[config.mk]
export PLATFORM = sky130hd
export DESIGN_NAME = pulse_stretch
export DESIGN_NICKNAME = d
export VERILOG_FILES = /design/src/rtl/pulse_stretch.sv
export SDC_FILE = /design/constraint.sdc
export NUM_CORES = 1
export LEC_CHECK = 0
export BUFFER_PORTS_ARGS = -buffer_cell sky130_fd_sc_hd__buf_2
export CAP_MARGIN = 20
export CORE_ASPECT_RATIO = 1.2
export CORE_MARGIN = 8
export CORE_UTILIZATION = 40
export CTS_BUF_LIST = sky130_fd_sc_hd__clkbuf_8 sky130_fd_sc_hd__clkbuf_16
export DETAILED_ROUTE_END_ITERATION = 7
export GPL_TIMING_DRIVEN = 0
export SKIP_LAST_GASP = 1
export SLEW_MARGIN = 20
export SYNTH_ARGS = -nofsm -noshare
export SYNTH_HDL_FRONTEND = slang
export SYNTH_SLANG_ARGS = --single-unit
[constraint.sdc]
create_clock -name clk -period 3.03 [get_ports clk]
set_clock_uncertainty 0.2 [all_clocks]
set_input_delay 0.1515 -clock clk [delete_from_list [all_inputs] [get_ports clk]]
set_output_delay 0.1515 -clock clk [all_outputs]
set_load 0.005 [all_outputs]
[src/rtl/pulse_stretch.sv]
// Stretches single-cycle event strobes into HOLD_CYCLES-long level bursts,
// separated by at least GAP_CYCLES low cycles, with a saturating pending queue.
module pulse_stretch #(
  parameter int unsigned HOLD_CYCLES = 50_000_000,
  parameter int unsigned GAP_CYCLES  = 25_000_000,
  parameter int unsigned MAX_PEND    = 7,
  localparam int unsigned PW         = $clog2(MAX_PEND + 1)
) (
  input  logic          clk,
  input  logic          rst,
  input  logic          pulse_in,
  input  logic          ovf_clr,
  output logic          level_out,
  output logic          busy,
  output logic [PW-1:0] pending,
  output logic          ovf
);

  localparam int unsigned MaxCyc = (HOLD_CYCLES > GAP_CYCLES) ? HOLD_CYCLES : GAP_CYCLES;
  localparam int unsigned TW     = $clog2(MaxCyc + 1);

  localparam logic [TW-1:0] HoldLast = TW'(HOLD_CYCLES - 1);
  localparam logic [TW-1:0] GapLast  = TW'(GAP_CYCLES - 1);
  localparam logic [PW-1:0] PendMax  = PW'(MAX_PEND);

  typedef enum logic [1:0] {StIdle, StHold, StGap} state_e;

  state_e        state_q, state_d;
  logic [TW-1:0] timer_q, timer_d;
  logic [PW-1:0] pend_q, pend_d;
  logic          ovf_q, ovf_d;
  logic          level_q, busy_q;
  logic          burst_start;
  logic          ovf_set;

  always_comb begin
    state_d     = state_q;
    timer_d     = timer_q + TW'(1);
    pend_d      = pend_q;
    ovf_d       = ovf_q;
    burst_start = 1'b0;
    ovf_set     = 1'b0;

    case (state_q)
      StIdle: begin
        timer_d = '0;
        if (pulse_in) state_d = StHold;
      end
      StHold: begin
        if (timer_q == HoldLast) begin
          state_d = StGap;
          timer_d = '0;
        end
      end
      StGap: begin
        if (timer_q == GapLast) begin
          timer_d = '0;
          // Chain straight into the next burst, no idle cycle in between.
          if ((pend_q != '0) || pulse_in) begin
            state_d     = StHold;
            burst_start = 1'b1;
          end else begin
            state_d = StIdle;
          end
        end
      end
      default: begin
        state_d = StIdle;
        timer_d = '0;
      end
    endcase

    // A pulse arriving with the burst start is either consumed directly
    // (empty queue) or swaps in for the one dequeued.
    if (state_q != StIdle) begin
      if (burst_start) begin
        if ((pend_q != '0) && !pulse_in) pend_d = pend_q - PW'(1);
      end else if (pulse_in) begin
        if (pend_q == PendMax) ovf_set = 1'b1;
        else                   pend_d  = pend_q + PW'(1);
      end
    end

    if (ovf_set)      ovf_d = 1'b1;
    else if (ovf_clr) ovf_d = 1'b0;
  end

  always_ff @(posedge clk) begin
    if (rst) begin
      state_q <= StIdle;
      timer_q <= '0;
      pend_q  <= '0;
      ovf_q   <= 1'b0;
      level_q <= 1'b0;
      busy_q  <= 1'b0;
    end else begin
      state_q <= state_d;
      timer_q <= timer_d;
      pend_q  <= pend_d;
      ovf_q   <= ovf_d;
      level_q <= (state_d == StHold);
      busy_q  <= (state_d != StIdle);
    end
  end

  assign level_out = level_q;
  assign busy      = busy_q;
  assign pending   = pend_q;
  assign ovf       = ovf_q;

endmodule
== Yosys cells after proc, flatten, opt, wreduce, memory -nomap -nowiden ==
Index checks and enable logic that the tools add are counted.
Word-level totals
  bits in registers: 34
  bits of input ports: 4
  output and inout port bits: 6
  logic and storage cells: 48
Operators by class
  add/subtract/negate cells: 3
  eq/ne operators: 8
  muxes and demuxes: 21
  reduce and logical (&&, ||, !) cells: 10
Operators by type and width (count)
  two-way mux 26 bit: 2
  one-hot mux 26 bit (2 select lines): 1
  adder 26 x 1 -> 26 bit (second input constant): 1
  == test 26 x 25 -> 1 bit (second input constant): 1
  == test 26 bit (second input constant): 1
  two-way mux 3 bit: 4
  two-way mux 1 bit: 10
  nonzero test 2 bit: 4
  two-way mux 2 bit: 3
  one-hot mux 2 bit (3 select lines): 1
  == test 2 x 1 -> 1 bit (second input constant): 2
  AND reduction 4 bit: 1
  adder 3 x 1 -> 3 bit (second input constant): 1
  == test 3 bit (second input constant): 1
  nonzero test 3 bit: 1
  subtractor 3 x 1 -> 3 bit (second input constant): 1
  == test 2 bit (second input constant): 1
  logical NOT 2 bit: 1
  inequality test 2 x 1 -> 1 bit (second input constant): 1
  inequality test 2 bit (second input constant): 1
  logical AND 1 bit: 1
  logical NOT 1 bit: 1
  logical OR 1 bit: 1

== Depth between registers and ports, before layout ==
  depth after elaboration: 8
  mapped depth: 11
  gate-level depth less buffers: 10

== Worst setup path before layout ==
No wires, ideal clock.
  kind: register to register
  start point: register timer_q[7]
  end point: register pend_q[2] (netlist: pending[2])
  library setup time: 0.123 ns
  arrival time: 2.769 ns
  required time: 2.707 ns
  path slack: -0.062 ns
  stages on the path, launching flop included: 10
  path buffers: 1
  clock period less this slack: 3.092 ns
  path through: dfxtp_1 or4_4 or4_1 clkbuf_2 or3_2 fa_1 inv_1 o211ai_1 a21oi_1 mux2_1
On the way
  cells in the longest elaborated chain, start to end: 5
  elaborated cells between the ends (all ways): 8
Ends and longest elaborated chain
  from (decl): line 29  | logic [TW-1:0] timer_q, timer_d;
  from (signal assigned): line 98  | timer_q <= timer_d;
  == test 26 x 25 -> 1 bit (*): line 56  | if (timer_q == GapLast) begin
  two-way mux 1 bit (*): line 56
  two-way mux 1 bit (*): line 44  | case (state_q)
  inequality test 2 x 1 -> 1 bit (no line) (tied with other cells)
  AND reduction 4 bit (no line)
  to (signal assigned): line 99  | pend_q <= pend_d;
  to (decl): line 30  | logic [PW-1:0] pend_q, pend_d;
Every way passes the cells marked *; elsewhere a longest branch is shown, timed or not.
A chain may end at the register's enable or synchronous reset.

== Worst setup path in the final report ==
  start point: register timer_q[9]
  end point: register pend_q[2] (netlist: pending[2])
Same word-level chain as after synthesis.

==> qor.csv <==
metric;value;unit
worst path arrival time;2.97;ns
WL per Instance;12.1;um
# DRC;0;
Starting Density;40.7;%
outcome;finished clean;
FP Rows;26;
Synth-to-Final Area Change;17.3;%
Final #Nets;230;
CTS tree;built;
final hold violations;0;
relative max-transition margin;61.1;%
ys flop type;dfxtp_1;
Power, Total;0.000892;W
grt total ovfl;0;
fin crit period;3.00;ns
ys async rst share;0;%
routed vias;1411;
placeable core area;4200;um2
vias in the first global route;1286;
DPL Wire Length;2480;um
Pre-antenna DRT Iters;4;
leakage;0.678;nW
Synthesis Warnings;0;
CP endpoint;pending[2];
Post-Syn Nets;209;
final period utilization;99.1;%
Seq cells post-synth;34;
cell mode on critical path;or4_4;
vias per inst;5.09;
Power Dens Cells;445;nW/um2
sequential-to-total area share from yosys stat;39.9;%
final wirelength;3340;um
crit path from;timer_q[9];
RSZ-0062 raised after global routing;true;
first-pass GRT wire length;5840;um
Die X;75.7;um
worst min-delay path startpoint;rst;
CTS buffer count;5;
Placer Congestion;0.776;
Ports;10;
layout cells sized above 1;16.3;%
Initial DRC Count;36;
Max Root-Sink Buffers;2;
Synth Instances;199;
FF-to-FF Start;timer_q[9];
post-synth top area cell;dfxtp_1;
largest net degree at the start of global routing;11;
CP Class;register to register;
initial antenna violation count;0;
H-tree Lvls;2;
Startpoint Class;register;
die area;6630;um2
die height;87.6;um
top-count cell post-synth;nor2_1;
endpoints failing setup;0;
reg2reg end;pending[2];
worst vdd ir;0.000270;V
dpl cell area;1830;um2
Worst setup EP type;register;
PortBufs;9;
Reg2Reg Setup Slack;0.03;ns
# placed instances;264;
GRT Total Usage;11.4;%
mapped cell area;1710;um2
count of final max-slew check failures;0;
diode count;0;
commonest cells in the synthesized netlist;35 x nor2_1, 34 x dfxtp_1, 15 x xnor2_1;
CTS Sinks;34;
Reg2Reg Depth;9;
Crit Path Max Fanout;2;
Post-synth EDFFs;0;
Finished Cell Area;2000;um2
Fill cells;413;
HP Class;primary input to register;
Root Buffer;clkbuf_8;
fmax;0.333;GHz
Slowest-stage cell, CP;or4_4;
final std cells w/o fill;277;
syn avg cell area;8.58;um2
worst skew pair latency;0.28;ns
Max Cap Viol;0;
largest cells by area after synthesis;dfxtp_1 40%, nor2_1 7.7%, xnor2_1 7.7%, xor2_1 4.1%, ha_1 3.7%;
Clk pin slew, worst setup/hold paths;0.07;ns
Yosys cell types;39;
Slew @ Worst Pin;0.579;ns
CP max stage delay;0.54;ns
Critical Path, Cell by Cell;or4_4 -> or4_4 -> clkbuf_8 -> or3_4 -> fa_2 -> inv_2 -> o211ai_1 -> a21oi_2 -> mux2_1;
Routed Antenna Nets;0;
post-synth top area share;39.9;%
WP data required;3.00;ns
-- area by class of cell --
type,count,area [um2],share of cell area [%]
Buffer,5,30.0,1.50
Clock buffer,8,110,5.50
Tap cell,56,70.1,3.50
Timing Repair Buffer,14,85.1,4.25
Inverter,9,33.8,1.69
Sequential cell,34,683,34.1
Multi-Input combinational cell,151,991,49.5
-- power by group --
part           switching [W]  internal (W)  leakage [nW]
combinational      0.0000265     0.0000190         0.345
sequential        0.00000475      0.000453         0.276
clock               0.000159      0.000229        0.0575
total               0.000190      0.000701         0.678
-- cell families (layout without fill, tap and decap cells) --
kind of cell / Yosys count / in the layout / synth area share [%]
AOI/OAI and AO/OA: 17 / 17 / 6.37
xor gates and xnor gates: 23 / 23 / 11.8
adders and majority gates: 6 / 6 / 4.84
buffers and inverters: 14 / 36 / 3.15
DFF: 34 / 34 / 39.9
muxes: 3 / 3 / 1.98
and+or+nand+nor: 102 / 102 / 32.0
-- sequential cells by signal, summed over array words and instances (netlist names) --
| register | count |
|---|---|
| busy | 1 |
| level_out | 1 |
| ovf | 1 |
| pending | 3 |
| state_q | 2 |
| timer_q | 26 |
-- worst max-delay path: cells and delay by family, from the launching register on --
family | cells | cell delay, ns
buffers and inverters | 2 | 0.20
and+or+nand+nor | 3 | 1.28
muxes | 1 | 0.32
DFF | 1 | 0.32
AOI/OAI and AO/OA | 2 | 0.23
adders and majority gates | 1 | 0.34
-- cells in the final DEF (no fill, tap or decap), types with 5 or more instances in the layout --
cell type | Yosys | routed
nor2_1 | 35 | 35
inv_1 | 9 | 8
xor2_1 | 8 | 8
nor3_1 | 10 | 10
nand2_1 | 10 | 10
nand4_1 | 5 | 5
buf_2 | 0 | 9
nand3_1 | 8 | 8
clkbuf_8 | 0 | 9
ha_1 | 5 | 5
dfxtp_1 | 34 | 32
nor4_1 | 5 | 5
xnor2_1 | 15 | 15
-- metrics by stage --
step	setup TNS [ns]	setup slack [ns]	hold WS (ns)	util, %
after global placement	-0.0596	-0.0596	0.217	43.6
final	0	0.0287	0.0198	47.7
after detailed placement	-0.0647	-0.0647	0.229	43.6
after CTS	0	0.00567	0.000549	47.5
after global routing	-0.0739	-0.0739	0.0205	47.7
after floorplan	0	0.0792	0.129	-
-- worst min path at each step --
stage	end	slack, ns	cells after the start
global route	timer_q[6]	0.02	3
detailed placement	ovf	0.23	3
CTS	timer_q[6]	0.0005	3
finish	timer_q[6]	0.02	3
floorplan	ovf	0.13	2
global placement	ovf	0.22	3
-- timing repair --
item,CTS,global route
endpoints found under the setup margin,1,21
setup buffers,4,0
hold buffers,1,0
gates resized for setup,5,4
endpoints found under the hold margin,1,0
pin swaps,2,0
-- per-layer routing --
layer,global-route usage [%],share of wire (%)
met5,0,0
met3,3.78,5.2
met2,17.1,45
met4,4.73,2.1
met1,14.4,47
No activity file was read; power rests on OpenSTA's default activity.
